`src/rtl/muldiv_unit.sv`:
```
// muldiv_unit: iterative 32-bit shift-add multiplier / restoring divider with HI/LO and register-file write-back
module muldiv_unit #(
  parameter int WIDTH = 32,
  parameter int AW = 5
) (
  input  logic             clk,
  input  logic             rst,
  input  logic             start,
  input  logic [1:0]       op,
  input  logic [WIDTH-1:0] opa,
  input  logic [WIDTH-1:0] opb,
  input  logic [AW-1:0]    dest,
  output logic             busy,
  output logic             done,
  output logic [WIDTH-1:0] hi,
  output logic [WIDTH-1:0] lo,
  output logic             div_zero,
  output logic             we,
  output logic [AW-1:0]    waddr,
  output logic [WIDTH-1:0] data
);
  typedef enum logic [1:0] {IDLE, CALC, FIX, DONE} state_t;
  state_t state, state_n;
  logic [1:0] op_r;
  logic [AW-1:0] dest_r;
  logic sa, sb, dz;
  logic [WIDTH-1:0] a, b, ma, mb;
  logic [$clog2(WIDTH)-1:0] cnt;
  logic [2*WIDTH-1:0] acc, step, prod;
  logic [WIDTH:0] mul_sum, t;
  logic [WIDTH+1:0] d;
  logic ge;
  logic [WIDTH-1:0] fix_hi, fix_lo;
  always_comb begin
    ma = (op[0] && opa[WIDTH-1]) ? -opa : opa;
    mb = (op[0] && opb[WIDTH-1]) ? -opb : opb;
    mul_sum = {1'b0, acc[2*WIDTH-1:WIDTH]} + (acc[0] ? {1'b0, a} : '0);
    t = acc[2*WIDTH-1:WIDTH-1];
    d = {1'b0, t} - {2'b0, b};
    ge = ~d[WIDTH+1];
    step = op_r[1] ? {(ge ? d[WIDTH-1:0] : t[WIDTH-1:0]), acc[WIDTH-2:0], ge}
                   : {mul_sum, acc[WIDTH-1:1]};
    // sa/sb are only set for signed ops, so unsigned results pass through unchanged
    prod = (sa ^ sb) ? -acc : acc;
    fix_hi = op_r[1] ? (sa ? -acc[2*WIDTH-1:WIDTH] : acc[2*WIDTH-1:WIDTH]) : prod[2*WIDTH-1:WIDTH];
    fix_lo = op_r[1] ? ((sa ^ sb) ? -acc[WIDTH-1:0] : acc[WIDTH-1:0]) : prod[WIDTH-1:0];
  end
  always_comb begin
    state_n = (state == IDLE) ? (start ? CALC : IDLE)
            : (state == CALC) ? (dz ? DONE : (&cnt ? FIX : CALC))
            : (state == FIX)  ? DONE : IDLE;
  end
  always_ff @(posedge clk or negedge rst)
    if (!rst) state <= IDLE;
    else state <= state_n;
  always_ff @(posedge clk or negedge rst)
    if (!rst) begin
      op_r <= '0;
      dest_r <= '0;
      sa <= 1'b0;
      sb <= 1'b0;
      dz <= 1'b0;
      a <= '0;
      b <= '0;
      cnt <= '0;
      acc <= '0;
      hi <= '0;
      lo <= '0;
      div_zero <= 1'b0;
    end else begin
      if (state == IDLE && start) begin
        op_r <= op;
        dest_r <= dest;
        sa <= op[0] & opa[WIDTH-1];
        sb <= op[0] & opb[WIDTH-1];
        dz <= op[1] && opb == '0;
        a <= ma;
        b <= mb;
        cnt <= '0;
        acc <= op[1] ? {{WIDTH{1'b0}}, ma} : {{WIDTH{1'b0}}, mb};
      end
      if (state == CALC) begin
        cnt <= cnt + 1'b1;
        acc <= step;
      end
      // divide by zero reports the dividend exactly as presented
      if (state == CALC && dz) begin
        hi <= sa ? -a : a;
        lo <= '1;
        div_zero <= 1'b1;
      end
      if (state == FIX) begin
        hi <= fix_hi;
        lo <= fix_lo;
        div_zero <= 1'b0;
      end
    end
  assign busy = state != IDLE;
  assign done = state == DONE;
  assign we = done && dest_r != '0;
  assign waddr = dest_r;
  assign data = lo;
endmodule

```
`config.mk`:
```
export PLATFORM = sky130hd
export DESIGN_NAME = muldiv_unit
export DESIGN_NICKNAME = d
export VERILOG_FILES = /design/src/rtl/muldiv_unit.sv
export SDC_FILE = /design/constraint.sdc
export NUM_CORES = 1
export LEC_CHECK = 0
export CORE_MARGIN = 4
export CORE_UTILIZATION = 40
export DETAILED_ROUTE_END_ITERATION = 12
export SLEW_MARGIN = 20
export SYNTH_ARGS = -nofsm -noshare
export SYNTH_HDL_FRONTEND = slang
export SYNTH_SLANG_ARGS = --single-unit
```
`constraint.sdc`:
```
create_clock -name clk -period 8.1 [get_ports clk]
set_clock_uncertainty 0.2 [all_clocks]
set_input_delay 2.025 -clock clk [delete_from_list [all_inputs] [get_ports clk]]
set_output_delay 2.025 -clock clk [all_outputs]
set_load 0.01 [all_outputs]
```
* Yosys cells after proc, flatten, opt, wreduce, memory -nomap -nowiden
Cells that the tools add are included.
** Storage, ports and cells
- Register bits after elaboration :: 210
- Bits in latches :: 0
- RAM bits :: 0
- Bits in read-only memories :: 0
- Output and inout port bits :: 105
- Logic and storage cells :: 70
- Memories kept :: 0
** Cells by class
- Add/subtract/negate cells :: 9
- Multipliers :: 0
- Divide/modulo/power cells :: 0
- $lt $le $gt $ge :: 0
- Equal/unequal tests :: 3
- Shifts and indexed selects :: 0
- Multiplexer cells :: 28
- Bitwise logic cells :: 4
- Reduce and logical (&&, ||, !) cells :: 13
** Operator list (count)
- 2-to-1 mux 32 bit :: 14
- 2-to-1 mux 64 bit :: 4
- negation 32 bit :: 5
- negation 64 bit :: 1
- subtractor 33 x 32 -> 34 bit :: 1
- adder 32 x 32 -> 33 bit :: 1
- logical NOT 32 bit :: 1
- 2-to-1 mux 2 bit :: 5
- 2-to-1 mux 5 bit :: 2
- logical AND 1 bit :: 6
- nonzero test 2 bit :: 3
- adder 5 x 1 -> 5 bit, second input constant :: 1
- AND reduction 5 bit :: 1
- nonzero test 5 bit :: 1
- == test 2 bit, second input constant :: 2
- 2-to-1 mux 1 bit :: 3
- AND 1 bit :: 2
- == test 2 x 1 -> 1 bit, second input constant :: 1
- logical NOT 2 bit :: 1
- inverter 1 bit :: 1
- XOR 1 bit :: 1

* Longest topological paths before layout
- Word-level depth :: 5
- Mapped depth :: 14
- Gate-level depth less buffers :: 13

* Worst setup path after synthesis
Ideal clock, no wire load.
- Path type :: input -> register
- From :: in opa[19]
- To :: reg acc[25]
- Library setup time :: 0.126 ns
- Arrival time :: 3.916 ns
- Slack :: 3.858 ns
- Stages :: 8
- Buffers on the path :: 0
- Path through :: or4_1 > or3_1 > nor3_1 > nand2_1 > nand2_1 > xor2_1 > a211oi_1 > a311o_1
** On the way
- Word-level cells in the longest chain between the ends :: 5
** Ends and longest elaborated chain
- start: declaration :: RTL line 10 : input logic [WIDTH-1:0] opa,
- negation 32 bit :: RTL line 35 : ma = (op[0] && opa[WIDTH-1]) ? -opa : opa;
- 2-to-1 mux 32 bit :: RTL line 35
- 2-to-1 mux 32 bit :: RTL line 80 : acc <= op[1] ? {{WIDTH{1'b0}}, ma} : {{WIDTH{1'b0}}, mb};
- 2-to-1 mux 64 bit :: RTL line 71 : if (state == IDLE && start) begin
- 2-to-1 mux 64 bit :: RTL line 82 : if (state == CALC) begin
- end signal: assignment :: RTL line 80
- end signal: assignment :: RTL line 84 : acc <= step;
- end: declaration :: RTL line 29 : logic [2*WIDTH-1:0] acc, step, prod;
Every way passes these cells. The select of a mux whose other input is x is not followed.
A chain may end at the register's enable or synchronous reset.

* Worst setup path after layout
- From :: reg acc[47]
- To :: reg acc[55]
** On the way
- Word-level cells in the longest chain between the ends :: 4
- Elaborated cells between the ends (all ways) :: 5
** Ends and longest elaborated chain
- subtractor 33 x 32 -> 34 bit :: RTL line 39 : d = {1'b0, t} - {2'b0, b};
- 2-to-1 mux 32 bit :: RTL line 41 : step = op_r[1] ? {(ge ? d[WIDTH-1:0] : t[WIDTH-1:0]), acc[WIDTH-2:0], ge}
- 2-to-1 mux 64 bit (*) :: RTL line 41
- 2-to-1 mux 64 bit (*) :: RTL line 82
Every way passes the cells marked *; elsewhere a longest branch is shown, timed or not.

==> results_tabular.tex <==
\begin{tabular}{lr}
\hline
Metric & Value \\
\hline
\multicolumn{2}{l}{\textbf{Setup path}} \\
\quad Startpoint type of the worst setup path & flip-flop \\
\quad Critical path class & flip-flop to flip-flop \\
\quad Cell breakdown of the critical path & ha\_1 > nand2\_1 > a211oi\_1 > a21oi\_1 > o31ai\_1 > o2111a\_1 > or2\_1 > buf\_4 > o21ai\_1 > a221o\_1 \\
\quad CP max-delay cell & sky130\_fd\_sc\_hd\_\_o2111a\_1 \\
\quad Arrival time of the worst setup path & 4.95 ns \\
\quad Buffers plus inverters on the worst setup path & 1 \\
\quad Critical path required time & 8.33 ns \\
\quad CP peak stage delay & 0.63 ns \\
\quad Type of element capturing the critical path & flip-flop \\
\quad Family of cells with the greatest summed delay on the critical path & compound AO/OA/AOI/OAI gates \\
\quad Top fanout value on the critical path & 27 \\
\quad Register-to-register setup slack & 3.39 ns \\
\multicolumn{2}{l}{\textbf{Global route}} \\
\quad Antenna violations before repair & 1 \\
\quad Remaining global-route overflow & 0 \\
\quad Vias in the first global route & 15850 \\
\quad First-pass GRT wire length & 101.2 mm \\
\quad GRT Resource Usage Total & 0.2796 \\
\quad Largest net degree at the start of global routing & 102 \\
\multicolumn{2}{l}{\textbf{Timing}} \\
\quad Achievable frequency & 212.1 MHz \\
\quad Final Setup Violations & 0 \\
\quad Hold Violations, Final & 0 \\
\quad Setup slack of the critical path after layout & 3.385 ns \\
\quad Final hold slack & 0.2700 ns \\
\quad Unrepaired setup endpoints after global routing & false \\
\quad Worst slew slack as a fraction of its limit & 0.2646 \\
\quad Post-route setup TNS & 0 ns \\
\quad Crit path time final & 4.715 ns \\
\quad Final cycle utilization of the critical path & 0.5821 \\
\quad Pin slew with the least headroom to its limit & 1.095 ns \\
\quad Max-slew violation total from the final report & 0 \\
\multicolumn{2}{l}{\textbf{Pwr}} \\
\quad Sequential fraction of design power & 0.254 \\
\quad Switching Power & 0.004858 W \\
\quad Net switching share of the total power & 0.5188 \\
\quad Peak supply drop & 0.0001974 V \\
\quad Combinational group share of total power & 0.626 \\
\quad Total internal power & 0.004505 W \\
\quad Leakage power & 7.959 nW \\
\quad Power density normalized to cell area & 472.5 nW/um\^{}2 \\
\quad Share of total power in the clock network & 0.120 \\
\multicolumn{2}{l}{\textbf{Clock tree}} \\
\quad Clock sink count & 209 \\
\quad Latest clock arrival within the worst-skew pair & 0.54 ns \\
\quad Number of post-CTS setup repair buffers & 0 \\
\quad Root cell of the clock tree & sky130\_fd\_sc\_hd\_\_clkbuf\_16 \\
\quad CTS tree & built \\
\quad H-Tree Depth & 1 \\
\quad Count of hold-fix buffers inserted at cts & 0 \\
\quad Post-cts resize count & 0 \\
\quad Maximum clock insertion buffer count & 3 \\
\quad Clock input transition at the sequential cells of the worst setup and hold paths & 0.07 ns \\
\quad Number of buffers created by CTS & 25 \\
\multicolumn{2}{l}{\textbf{Floorplan}} \\
\quad Starting density of the core & 0.4070 \\
\quad Die extent in x & 215.3 um \\
\quad FP Rows & 75 \\
\quad Die Footprint & 46350 um\^{}2 \\
\quad I/O pin count & 179 \\
\quad Area of the placeable core & 42230 um\^{}2 \\
\quad Height of the die & 215.3 um \\
\multicolumn{2}{l}{\textbf{Drt}} \\
\quad Vias per cell & 6.153 \\
\quad \# DRC & 0 \\
\quad Detailed-routing iteration count for the pre-antenna-repair pass & 10 \\
\quad First-iteration detailed-routing DRC count & 2057 \\
\quad Routed vias & 17010 \\
\quad Routed wire length & 67.97 mm \\
\quad Detailed-route wire length per cell & 24.59 um \\
\quad Post-route antenna net violation count & 0 \\
\multicolumn{2}{l}{\textbf{Outcome}} \\
\quad Run status & complete, no violations \\
\multicolumn{2}{l}{\textbf{Yosys}} \\
\quad Synth Area per Inst & 7.991 um\^{}2 \\
\quad Most used flip-flop cell after synthesis & sky130\_fd\_sc\_hd\_\_dfrtp\_1 \\
\quad Share of flip-flops with an asynchronous set or reset after synthesis & 1.000 \\
\quad Sequential fraction of the synthesis area & 0.3043 \\
\quad Netlist cell types & 80 \\
\quad Synthesized flop and latch total & 209 \\
\quad Post-Syn Nets & 2298 \\
\quad Count of flip-flops with a built-in enable after synthesis & 0 \\
\quad Synthesis warning total & 0 \\
\quad Number of instances in the synthesized netlist & 2151 \\
\quad Area of the mapped netlist & 17190 um\^{}2 \\
\multicolumn{2}{l}{\textbf{Layout}} \\
\quad Antenna cells & 0 \\
\quad Final core utilization & 0.4693 \\
\quad Post-route design area & 19820 um\^{}2 \\
\quad Proportion of layout cells with a drive suffix above 1 & 0.04315 \\
\quad Final-stage net count & 2358 \\
\quad Area added between synthesis and finish & 15.30\% \\
\multicolumn{2}{l}{\textbf{Run}} \\
\quad Number of maximum-capacitance violations & 0 \\
\multicolumn{2}{l}{\textbf{Placed design}} \\
\quad Post-Place Worst Slack & 2.976 ns \\
\quad DP Area & 19040 um\^{}2 \\
\quad Routability cong. & 0.9553 \\
\quad Dpl hpwl & 53.03 mm \\
\quad Buffers on Ports & 178 \\
\multicolumn{2}{l}{\textbf{Worst hold path}} \\
\quad Tightest Hold Check Type & flip-flop to flip-flop \\
\hline
\end{tabular}
[layer usage]
| layer | track usage | share of wire | up-vias |
|---|---|---|---|
| met5 | 0 | 0.00019 | - |
| met3 | 0.05579 | 0.087 | 134 |
| met1 | 0.4028 | 0.45 | 8186 |
| li1 | - | - | 7864 |
| met2 | 0.4286 | 0.43 | 822 |
| met4 | 0.07623 | 0.033 | 2 |
[state kept, by name, indices dropped and copies added, names as in the netlist]
register  flops
cnt           5
div_zero      1
sb            1
hi           32
waddr         5
a            32
acc          64
data         32
op_r          1
dz            1
b            32
sa            1
state         2
[worst reg2reg max path, cell delays in order, from the launching register on]
cell                       delay (ns)
sky130_fd_sc_hd__dfrtp_1         0.55
sky130_fd_sc_hd__ha_1            0.54
sky130_fd_sc_hd__nand2_1         0.17
sky130_fd_sc_hd__a211oi_1        0.34
sky130_fd_sc_hd__a21oi_1         0.18
sky130_fd_sc_hd__o31ai_1         0.53
sky130_fd_sc_hd__o2111a_1        0.63
sky130_fd_sc_hd__or2_1           0.44
sky130_fd_sc_hd__buf_4           0.46
sky130_fd_sc_hd__o21ai_1         0.21
sky130_fd_sc_hd__a221o_1         0.35
[cell families after synthesis]
logic type | share of synthesized area
flops | 0.3043
simple gates | 0.1985
compound gates | 0.2441
buf+inv | 0.06006
mux | 0.04375
xor+xnor | 0.09529
fa+ha+maj | 0.05401
[cells in the final DEF (no fill, tap or decap), types with 10 or more instances in the layout]
master	instances
sky130_fd_sc_hd__a211oi_1	31
sky130_fd_sc_hd__a21o_1	24
sky130_fd_sc_hd__a21oi_1	149
sky130_fd_sc_hd__a22oi_1	16
sky130_fd_sc_hd__a31oi_1	23
sky130_fd_sc_hd__and2_1	52
sky130_fd_sc_hd__and3_1	12
sky130_fd_sc_hd__buf_4	19
sky130_fd_sc_hd__clkbuf_16	25
sky130_fd_sc_hd__clkdlybuf4s50_1	176
sky130_fd_sc_hd__dfrtp_1	208
sky130_fd_sc_hd__ha_1	71
sky130_fd_sc_hd__inv_1	67
sky130_fd_sc_hd__mux2i_1	65
sky130_fd_sc_hd__nand2_1	253
sky130_fd_sc_hd__nand2b_1	12
sky130_fd_sc_hd__nand3_1	26
sky130_fd_sc_hd__nand4_1	15
sky130_fd_sc_hd__nor2_1	117
sky130_fd_sc_hd__nor2b_1	18
sky130_fd_sc_hd__nor3_1	57
sky130_fd_sc_hd__nor4_1	26
sky130_fd_sc_hd__o211ai_1	32
sky130_fd_sc_hd__o21a_1	12
sky130_fd_sc_hd__o21ai_0	266
sky130_fd_sc_hd__o221ai_1	10
sky130_fd_sc_hd__o31ai_1	41
sky130_fd_sc_hd__o41ai_1	13
sky130_fd_sc_hd__or3_1	29
sky130_fd_sc_hd__or4_1	21
sky130_fd_sc_hd__xnor2_1	99
sky130_fd_sc_hd__xor2_1	87
[layout make-up]
cell class / instances / area [um^2]
clock buffers: 37 / 700.7
clock inverters: 4 / 75.07
fillers: 4165 / 22410
inverters: 67 / 251.5
multi-input cells: 1711 / 10960
flip-flops and latches: 209 / 5231
well taps: 539 / 674.4
repair buffers: 197 / 1923
[cells in the mapped netlist (all sizes together), types with 22 or more instances]
| master | count | share of area |
|---|---|---|
| a21oi | 149 | 0.043 |
| o21ai | 274 | 0.080 |
| xor2 | 88 | 0.045 |
| nand3 | 26 | 0.0076 |
| ha | 71 | 0.052 |
| mux2i | 65 | 0.038 |
| nor4 | 30 | 0.013 |
| xnor2 | 99 | 0.050 |
| a211oi | 32 | 0.014 |
| nor3 | 59 | 0.018 |
| a31oi | 23 | 0.0084 |
| dfrtp | 209 | 0.30 |
| clkbuf | 114 | 0.025 |
| nor2 | 118 | 0.026 |
| buf | 50 | 0.020 |
| inv | 67 | 0.015 |
| and2 | 54 | 0.020 |
| o31ai | 41 | 0.018 |
| a21o | 24 | 0.010 |
| o211ai | 32 | 0.014 |
| nand2 | 254 | 0.055 |
| or4 | 22 | 0.0098 |
| or3 | 29 | 0.011 |
[power by group through the flow]
stage / clock network (W) / registers [W] / logic, W
6_report: 0.00112 / 0.00238 / 0.00586
5_1_grt: 0.00117 / 0.00240 / 0.00643
4_1_cts: 0.00114 / 0.00233 / 0.00579
3_5_place_dp: 0 / 0.00235 / 0.00576
3_3_place_gp: 0 / 0.00234 / 0.00572
2_1_floorplan: 0 / 0.00187 / 0.00425
[worst paths after layout]
| kind | startpoint | endpoint | cells past startpoint |
|---|---|---|---|
| setup / recovery | acc[47] | acc[55] | 10 |
| hold / removal | div_zero | div_zero | 2 |
| setup reg to reg | acc[47] | acc[55] | 10 |
| hold reg to reg | div_zero | div_zero | 2 |
| max in group asynchronous | rst | op_r[1] | 2 |
| min in group asynchronous | rst | acc[43] | 1 |
[per-stage QoR]
stage | cells | power, W
3_5_place_dp | 2723 | 0.008107
4_1_cts | 2764 | 0.009257
3_3_place_gp | 2723 | 0.008057
5_1_grt | 2764 | 0.01001
2_1_floorplan | 2151 | 0.006121
6_report | 2764 | 0.009363
Power figures use the tool's default switching activity.
